File: config.mk
export PLATFORM = sky130hd
export DESIGN_NAME = mk1kbd_responder
export DESIGN_NICKNAME = d
export VERILOG_FILES = /design/src/rtl/mk1kbd_pkg.sv /design/src/rtl/mk1kbd_edge_sync.sv /design/src/rtl/mk1kbd_responder.sv
export SDC_FILE = /design/constraint.sdc
export NUM_CORES = 1
export LEC_CHECK = 0
export CORE_MARGIN = 8
export CORE_UTILIZATION = 30
export DETAILED_ROUTE_END_ITERATION = 7
export PLACE_DENSITY = 0.59
export SYNTH_ARGS = -nofsm -noshare
export SYNTH_HDL_FRONTEND = slang
export SYNTH_SLANG_ARGS = --single-unit
File: constraint.sdc
create_clock -name clk -period 2.5 [get_ports clk]
set_input_delay 0.375 -clock clk [delete_from_list [all_inputs] [get_ports clk]]
set_output_delay 0.375 -clock clk [all_outputs]
set_load 0.01 [all_outputs]
File: src/rtl/mk1kbd_pkg.sv
// MEGA65 MK-I keyboard responder: shared constants and FSM state type.
// Imported by mk1kbd_edge_sync and mk1kbd_responder.
package mk1kbd_pkg;

  localparam int MK1_FRAME_BITS = 128;
  localparam int MK1_LED_BITS   = 96;
  localparam int MK1_KEY_BITS   = 80;

  localparam int MK1_LED1_OFS = 0;
  localparam int MK1_LED2_OFS = 24;
  localparam int MK1_LED3_OFS = 48;
  localparam int MK1_LED4_OFS = 72;

  typedef enum logic [1:0] {
    HUNT,
    ARMED,
    SHIFT
  } mk1_state_e;

endpackage

File: src/rtl/mk1kbd_edge_sync.sv
// Synchroniser for the master link clock and data,
// with registered rise/fall strobes aligned to the data sample.
module mk1kbd_edge_sync #(
  parameter int STAGES = 2
) (
  input  logic clk,
  input  logic reset_n,
  input  logic ck_i,
  input  logic do_i,
  output logic ck_o,
  output logic do_o,
  output logic rise_o,
  output logic fall_o
);

  logic [STAGES-1:0] ck_sq;
  logic [STAGES-1:0] do_sq;
  logic              ck_prev_q;
  logic              rise_q;
  logic              fall_q;
  logic              do_q;

  // Idle link clock is high, so reset the chain high to avoid a false rise.
  always_ff @(posedge clk or negedge reset_n) begin
    if (!reset_n) begin
      ck_sq     <= '1;
      do_sq     <= '0;
      ck_prev_q <= 1'b1;
      rise_q    <= 1'b0;
      fall_q    <= 1'b0;
      do_q      <= 1'b0;
    end else begin
      ck_sq     <= {ck_sq[STAGES-2:0], ck_i};
      do_sq     <= {do_sq[STAGES-2:0], do_i};
      ck_prev_q <= ck_sq[STAGES-1];
      rise_q    <= ck_sq[STAGES-1] & ~ck_prev_q;
      fall_q    <= ~ck_sq[STAGES-1] & ck_prev_q;
      do_q      <= do_sq[STAGES-1];
    end
  end

  assign ck_o   = ck_sq[STAGES-1];
  assign do_o   = do_q;
  assign rise_o = rise_q;
  assign fall_o = fall_q;

endmodule

File: src/rtl/mk1kbd_responder.sv
// Keyboard-side responder for the MEGA65 MK-I serial link.
// Optional frame statistics: define MK1KBD_FRAME_STATS_EN.
module mk1kbd_responder
  import mk1kbd_pkg::*;
#(
  parameter int SYNC_CYCLES = 64,
  parameter int CDC_STAGES  = 2
) (
  input  logic                    clk,
  input  logic                    reset_n,
  input  logic                    kb_ck,
  input  logic                    kb_do,
  output logic                    kb_di,
  input  logic [0:MK1_KEY_BITS-1] key_matrix,
  output logic [0:23]             led1_rgb,
  output logic [0:23]             led2_rgb,
  output logic [0:23]             led3_rgb,
  output logic [0:23]             led4_rgb,
  output logic                    frame_done,
  output logic [15:0]             frame_count,
  output logic [7:0]              short_frames
);

  localparam int GW = $clog2(SYNC_CYCLES + 1);
  localparam logic [GW-1:0] GAP_MAX = GW'(SYNC_CYCLES);
  localparam logic [6:0] LAST   = 7'(MK1_FRAME_BITS - 1);
  localparam logic [6:0] KEYS_N = 7'(MK1_KEY_BITS);
  localparam logic [6:0] LEDS_N = 7'(MK1_LED_BITS);

  logic ck_s, do_s, rise, fall;

  mk1kbd_edge_sync #(
    .STAGES (CDC_STAGES)
  ) u_sync (
    .clk     (clk),
    .reset_n (reset_n),
    .ck_i    (kb_ck),
    .do_i    (kb_do),
    .ck_o    (ck_s),
    .do_o    (do_s),
    .rise_o  (rise),
    .fall_o  (fall)
  );

  mk1_state_e                state_q, state_d;
  logic [GW-1:0]             gap_q, gap_d;
  logic [6:0]                idx_q, idx_n;
  logic [0:MK1_LED_BITS-1]   shadow_q;
  logic [0:MK1_LED_BITS-1]   leds_q;
  logic [0:MK1_KEY_BITS-1]   snap_q;
  logic                      kb_di_q;
  logic                      done_q;
  logic                      gap_hit;
  logic                      arm, done, cap, adv;
  logic                      nxt_bit;

  assign gap_hit = (gap_q == GAP_MAX);
  assign idx_n   = idx_q + 7'd1;
  assign nxt_bit = (idx_n < KEYS_N) ? ~snap_q[idx_n] : 1'b1;

  // Gap counter: saturating run length of synchronised clock-high.
  always_comb begin
    gap_d = gap_q;
    if (!ck_s)
      gap_d = '0;
    else if (!gap_hit)
      gap_d = gap_q + 1'b1;
  end

  // Next-state and frame control strobes.
  always_comb begin
    state_d = state_q;
    arm     = 1'b0;
    done    = 1'b0;
    unique case (state_q)
      HUNT: begin
        if (gap_hit) begin
          state_d = ARMED;
          arm     = 1'b1;
        end
      end
      ARMED: begin
        if (rise)
          state_d = SHIFT;
      end
      SHIFT: begin
        if (gap_hit) begin
          state_d = ARMED;
          arm     = 1'b1;
        end else if (fall && idx_q == LAST) begin
          state_d = HUNT;
          done    = 1'b1;
        end
      end
      default: state_d = HUNT;
    endcase
    cap = rise && (state_q != HUNT) && !arm;
    adv = fall && (state_q == SHIFT) && !gap_hit && (idx_q != LAST);
  end

  // FSM state register.
  always_ff @(posedge clk or negedge reset_n) begin
    if (!reset_n)
      state_q <= HUNT;
    else
      state_q <= state_d;
  end

  // Snapshot, shift datapath, outbound bit and LED frame latch.
  always_ff @(posedge clk or negedge reset_n) begin
    if (!reset_n) begin
      gap_q    <= '0;
      idx_q    <= '0;
      shadow_q <= '0;
      leds_q   <= '0;
      snap_q   <= '0;
      kb_di_q  <= 1'b1;
      done_q   <= 1'b0;
    end else begin
      gap_q  <= gap_d;
      done_q <= done;
      if (arm) begin
        snap_q   <= key_matrix;
        idx_q    <= '0;
        kb_di_q  <= ~key_matrix[0];
        shadow_q <= '0;
      end else begin
        if (cap && idx_q < LEDS_N)
          shadow_q[idx_q] <= do_s;
        if (adv) begin
          idx_q   <= idx_n;
          kb_di_q <= nxt_bit;
        end
        if (done) begin
          leds_q  <= shadow_q;
          kb_di_q <= 1'b1;
        end
      end
    end
  end

  assign kb_di      = kb_di_q;
  assign frame_done = done_q;
  assign led1_rgb   = leds_q[MK1_LED1_OFS +: 24];
  assign led2_rgb   = leds_q[MK1_LED2_OFS +: 24];
  assign led3_rgb   = leds_q[MK1_LED3_OFS +: 24];
  assign led4_rgb   = leds_q[MK1_LED4_OFS +: 24];

`ifdef MK1KBD_FRAME_STATS_EN
  logic [15:0] fcnt_q;
  logic [7:0]  scnt_q;
  logic        abort;

  assign abort = (state_q == SHIFT) && gap_hit;

  // Accepted frames wrap; aborted frames saturate.
  always_ff @(posedge clk or negedge reset_n) begin
    if (!reset_n) begin
      fcnt_q <= '0;
      scnt_q <= '0;
    end else begin
      if (done)
        fcnt_q <= fcnt_q + 16'd1;
      if (abort && scnt_q != 8'hFF)
        scnt_q <= scnt_q + 8'd1;
    end
  end

  assign frame_count  = fcnt_q;
  assign short_frames = scnt_q;
`else
  assign frame_count  = '0;
  assign short_frames = '0;
`endif

endmodule

* Yosys cells after proc, flatten, opt, wreduce, memory -nomap -nowiden
Index checks and enable logic that the tools add are counted.
Cells by class: add/subtract/negate cells 2, order comparisons 5, equality and inequality tests 9, mux-type cells 26, bitwise gates (word level) 9, reductions and logical operators 18
Operator list (count):
- two-way mux 96 bit | 2
- bitwise mux 96 bit | 1
- two-way mux 7 bit | 4
- greater-or-equal comparator 8 bit (second input constant) | 2
- NOT 7 -> 8 bit | 2
- adder 7 x 1 -> 7 bit (second input constant) | 2
- == test 7 bit (second input constant) | 2
- < comparator 7 bit (second input constant) | 2
- two-way mux 1 bit | 12
- logical AND 1 bit | 8
- < comparator 8 x 1 -> 1 bit (second input constant) | 1
- two-way mux 2 bit | 4
- binary-select mux 1 bit (select 7 bit) | 1
- demux 1 bit (select 7 bit) | 1
- inequality test 7 bit (second input constant) | 1
- case mux 2 bit (3 select lines) | 1
- nonzero test 2 bit | 3
- NOT 1 bit | 5
- inequality test 2 bit (second input constant) | 2
- inequality test 3 bit (second input constant) | 1
- AND reduction 3 bit | 1
- nonzero test 3 bit | 1
- bitwise AND 1 bit | 2
- == test 2 x 1 -> 1 bit (second input constant) | 1
- other kinds (6) | 7
Word-level totals: register bits 298, input bits 84, output and inout port bits 122, logic and storage cells 83

* Longest topological paths before layout
depth after elaboration 10, gate-level depth with buffers 11, mapped depth without buffers 8

* Modules after synthesis
A second synthesis with hierarchy kept.
Second synthesis, totals: cells, all modules 1246, area, all modules 12862.3 um2
By module, submodules not included:
- mk1kbd_responder | instances 1, cells each 1236, area each 12643.4 um2, seq. area each 7258.2 um2
- mk1kbd_edge_sync | instances 1, cells each 10, area each 219.0 um2, seq. area each 203.9 um2

* Least setup slack after synthesis
OpenSTA, ideal clock, no wires.
kind flip-flop to flip-flop, start point reg idx_q[0], end point reg kb_di_q (netlist: kb_di), arrival 2033 ps, path slack 404 ps, cell stages (with the launch flop) 10, buffers on the path 2, cell sequence dfrtp_1 ha_1 buf_4 xor2_1 buf_4 mux2_2 a31oi_1 a32o_1 a21oi_1 and4b_1
On the way: word-level cells in the longest chain between the ends 10, elaborated cells between the ends (all ways) 19, classes of those cells add/sub: 1; order compare: 1; eq/ne: 2; mux: 10; bitwise: 2; reduce/logical: 3
Ends and longest elaborated chain:
- from (decl) | line mk1kbd_responder.sv:47 | logic [6:0] idx_q, idx_n;
- from (signal assigned) | line mk1kbd_responder.sv:131 | idx_q <= idx_n;
- adder 7 x 1 -> 7 bit | line mk1kbd_responder.sv:58 | assign idx_n = idx_q + 7'd1;
- NOT 7 -> 8 bit (not written as such) | line mk1kbd_responder.sv:59 | assign nxt_bit = (idx_n < KEYS_N) ? ~snap_q[idx_n] : 1'b1;
- binary-select mux 1 bit (select 7 bit) | line mk1kbd_responder.sv:59
- two-way mux 1 bit (not written as such) (2 in a row) | line mk1kbd_responder.sv:59
- NOT 1 bit | line mk1kbd_responder.sv:59
- two-way mux 1 bit | line mk1kbd_responder.sv:59
- two-way mux 1 bit | line mk1kbd_responder.sv:130 | if (adv) begin
- two-way mux 1 bit | line mk1kbd_responder.sv:134 | if (done) begin
- two-way mux 1 bit | line mk1kbd_responder.sv:122 | if (arm) begin
- to (signal assigned) | line mk1kbd_responder.sv:125 | kb_di_q <= ~key_matrix[0];
- to (signal assigned) | line mk1kbd_responder.sv:132 | kb_di_q <= nxt_bit;
- to (decl) | line mk1kbd_responder.sv:51 | logic kb_di_q;
Parallel ways exist; a longest one is shown, timed or not. The select of a mux whose other input is x is not followed. A chain may end at the register's enable or synchronous reset.

* Worst setup path after layout
start point reg gap_q[0], end point reg shadow_q[87] in the netlist's numbering
On the way: word-level cells in the longest chain between the ends 7, elaborated cells between the ends (all ways) 8, classes of those cells eq/ne: 1; mux: 3; reduce/logical: 4
Ends and longest elaborated chain:
- from (decl) | line mk1kbd_responder.sv:46 | logic [GW-1:0] gap_q, gap_d;
- from (signal assigned) | line mk1kbd_responder.sv:120 | gap_q <= gap_d;
- == test 7 bit (*) | line mk1kbd_responder.sv:57 | assign gap_hit = (gap_q == GAP_MAX);
- two-way mux 1 bit (*) | line mk1kbd_responder.sv:77, mk1kbd_responder.sv:87
- two-way mux 1 bit (*)
- zero test 1 bit | line mk1kbd_responder.sv:97 | cap = rise && (state_q != HUNT) && !arm;
- logical AND 1 bit | line mk1kbd_responder.sv:97
- logical AND 1 bit | line mk1kbd_responder.sv:128 | if (cap && idx_q < LEDS_N)
- nonzero test 2 bit (no source line)
- to (signal, indexed assignment) | line mk1kbd_responder.sv:129 | shadow_q[idx_q] <= do_s;
- to (decl) | line mk1kbd_responder.sv:48 | logic [0:MK1_LED_BITS-1] shadow_q;
Every way passes the cells marked *; elsewhere a longest branch is shown, timed or not.

==> flow_metrics.tcl <==
set metrics [dict create \
    finalWeightedCongestion 0.820 \
    synthFlopType "dfrtp_1" \
    synth_top_cell_area_share_pct 56.4 \
    io_buffers 181 \
    setup_viol 0 \
    finalCritPeriodShare_pct 90.5 \
    hold_viol 0 \
    cts_buffer_depth 3 \
    fillers 4316 \
    final_cell_area_sq_mm 0.0167 \
    critical_path_required_ps 2910 \
    power_density_mw_per_mm2 605 \
    reg2reg_depth 8 \
    pwr-share-comb_pct 3.0 \
    internal_power_mw 7.92 \
    final_util_pct 38.8 \
    power.share.sequential_pct 48.1 \
    drv_cap 0 \
    drv_slew 0 \
    numCtsBuffers 34 \
    tritoncts "done" \
    synth_area_per_cell_sq_um 9.35 \
    startpoint "gap_q[0]$_DFFE_PN0P_" \
    die_h_microns 225 \
    ys_seq_area_share_pct 57.2 \
    place_inst 2115 \
    dr.first_iter.drc_count 985 \
    htreeDepth 2 \
    arrival_ps 2670 \
    netlist_top_cells_area "dfrtp_1 56%, nand2_1 15%, nand3_1 4.3%, o21ai_0 3.9%, a21oi_1 3.8%" \
    clock_latency_ps 530 \
    drtPass1Iterations 4 \
    whs_endpoint "u_sync.do_sq[0]$_DFF_PN0_" \
    ys_warn_count 0 \
    status "finished clean" \
    power.leakage_nw 7.53 \
    drc 0 \
    ant_nets 0 \
    grt_max_degree 97 \
    async_flop_share_pct 100 \
    antenna-diode-count 0 \
    synth_largest_area_cell "dfrtp_1" \
    peakVddDrop_v 0.000350 \
    multi_input_area_sq_mm 0.00502 \
    min_path_cells 1 \
    seq_area_sq_mm 0.00746 \
    post_cts.repair.setup_buffers 0 \
    clock_sinks 298 \
    tns_ps 0 \
    finalNonFillerCells 2176 \
    worstSetupPathType "flop to flop" \
    netlist_instances 1396 \
    synth_edf_count 0 \
    ios 206 \
    endpoint_kind "flop" \
    drive_above_1_share_pct 9.49 \
    placed_area_sq_mm 0.0156 \
    vias 10271 \
    initial_core_util_pct 30.4 \
    grt_pass1_wl_microns 60800 \
    die_area_sq_mm 0.0504 \
    fin_crit_ps 2260 \
    p_sw_mw 2.17 \
    cp-start-kind "flop" \
    avgViaCountPerCell 4.72 \
    layout.nets 1654 \
    synth_cell_type_count 53 \
    fin_skew_ps 21.8 \
    slew_headroom_pct 55.8 \
    netlist_area_sq_mm 0.0131 \
    drt_wl_total_microns 37900 \
    r2r_start "gap_q[0]$_DFFE_PN0P_" \
    crit_path_max_fanout 55 \
    fmax_ghz 0.442 \
    die_w_microns 225 \
    grt_use_total_pct 14.9 \
    grt_pass1_vias 10699 \
    hold_path.class "primary input to flop" \
    dp_hpwl_microns 26100 \
    worstReg2RegEnd "shadow_q[87]$_DFFE_PN0P_" \
    cts_root_buf "clkbuf_16" \
    tightest_slew_ps 661 \
    clkPwrFrac_pct 48.9 \
    r2r_slack_ps 240 \
    gr-total-overflow 0 \
    wl_per_cell_microns 17.4 \
    rsz0062_at_grt "false" \
    antenna_found_initial 1 \
    min_from "kb_do" \
    clk_pin_slew_ps 60 \
    syn_to_final_growth_pct 27.9 \
    switching_share_pct 21.5 \
    synth_seq_cells 298 \
    core_sq_mm 0.0430 \
    row_count 76 \
]
-- stage by stage --
stage | total power, mW | worst slack (ps) | hold slack [ps]
floorplan | 5.01 | 404 | 79.4
global placement | 5.24 | 270 | 311
detailed placement | 5.25 | 206 | 311
CTS | 10.2 | 208 | 276
global route | 10.4 | 60.9 | 285
finish | 10.1 | 236 | 297
-- synthesized netlist by cell type (4+ instances only) --
cell type  instances
a21oi_1          100
and2_1             7
buf_2             40
buf_4             29
clkbuf_1          43
dfrtp_1          294
dfstp_2            4
inv_1              5
mux2_2            17
mux2i_1            6
mux4_1             5
mux4_2            15
nand2_1          505
nand2b_1           6
nand3_1          113
nor2_1            28
nor2b_1            8
nor3_1             7
o21ai_0          103
or2_2              4
or3_1              4
xnor2_1            9
xor2_1             4
-- sequential cells by signal (all words and copies together), names as in the netlist, 2 cells and up --
signal and count:
state_q 2, leds_q 96, shadow_q 96, idx_q 7, gap_q 7, snap_q 80
u_sync.ck_sq 2, u_sync.do_sq 2
-- cell usage in the layout, fill, tap and decap left out, types with 7 or more instances in the layout --
cell type	Yosys	routed
nand3_1	113	113
xnor2_1	9	9
a21oi_1	100	100
buf_12	0	13
dfrtp_1	294	292
mux4_2	15	15
clkbuf_1	43	8
conb_1	1	24
buf_4	29	35
nor3_1	7	7
mux2_2	17	17
clkbuf_16	0	35
and2_1	7	7
clkdlybuf4s50_1	0	180
nor2_1	28	28
clkinv_2	0	8
o21ai_0	103	103
nor2b_1	8	8
nand2_1	505	505
-- area by class of cell --
type	count	area share (%)
Multi-Input combinational cell	997	30.1
Sequential cell	298	44.7
Inverter	6	0.135
Clock inverter	12	0.772
Timing Repair Buffer	230	14.1
Clock buffer	48	5.84
Tap cell	585	4.39
-- power groups by stage --
| stage | Clock (mW) | Combinational (mW) | Sequential, mW |
|---|---|---|---|
| 2_1_floorplan | 0 | 0.0788 | 4.93 |
| 3_3_place_gp | 0 | 0.309 | 4.94 |
| 3_5_place_dp | 0 | 0.313 | 4.94 |
| 4_1_cts | 5.07 | 0.315 | 4.85 |
| 5_1_grt | 5.24 | 0.342 | 4.85 |
| 6_report | 4.93 | 0.307 | 4.85 |
-- cell families after synthesis --
| family | synth area share (%) |
|---|---|
| and+or+nand+nor | 22.2 |
| DFF | 57.2 |
| AOI/OAI and AO/OA | 8.70 |
| buffers and inverters | 5.04 |
| muxes | 5.61 |
| xor gates and xnor gates | 0.997 |
| adders and majority gates | 0.288 |
| other | 0.0287 |
-- metal layers --
layer  vias up  track usage (%)  wire length [microns]
met3        61             3.86                   2700
met4         2             4.05                    828
li1       4913                -                      -
met5         -                0                     13
met2       342             23.2                  17200
met1      4953             20.3                  17200
-- repair_timing --
item                      CTS  global route
hold endpoints to repair   41             0
hold buffers                1             0
resized for setup           0             0
-- critical path, cell delays in order, from the launching register on --
cell and delay [ps]:
dfrtp_1 410, inv_1 110, ha_1 150, nand4bb_1 120, or3_1 480, nor2_4 200
buf_12 260, buf_4 330, a21oi_1 80
-- how the worst max path moves through the flow --
stage / end / slack (ps)
4_1_cts: shadow_q[87]$_DFFE_PN0P_ / 210
2_1_floorplan: kb_di$_DFFE_PN1P_ / 400
3_5_place_dp: shadow_q[89]$_DFFE_PN0P_ / 210
5_1_grt: shadow_q[55]$_DFFE_PN0P_ / 60
6_report: shadow_q[87]$_DFFE_PN0P_ / 240
3_3_place_gp: shadow_q[95]$_DFFE_PN0P_ / 270
Note: power is estimated with default switching activity, not from simulation.
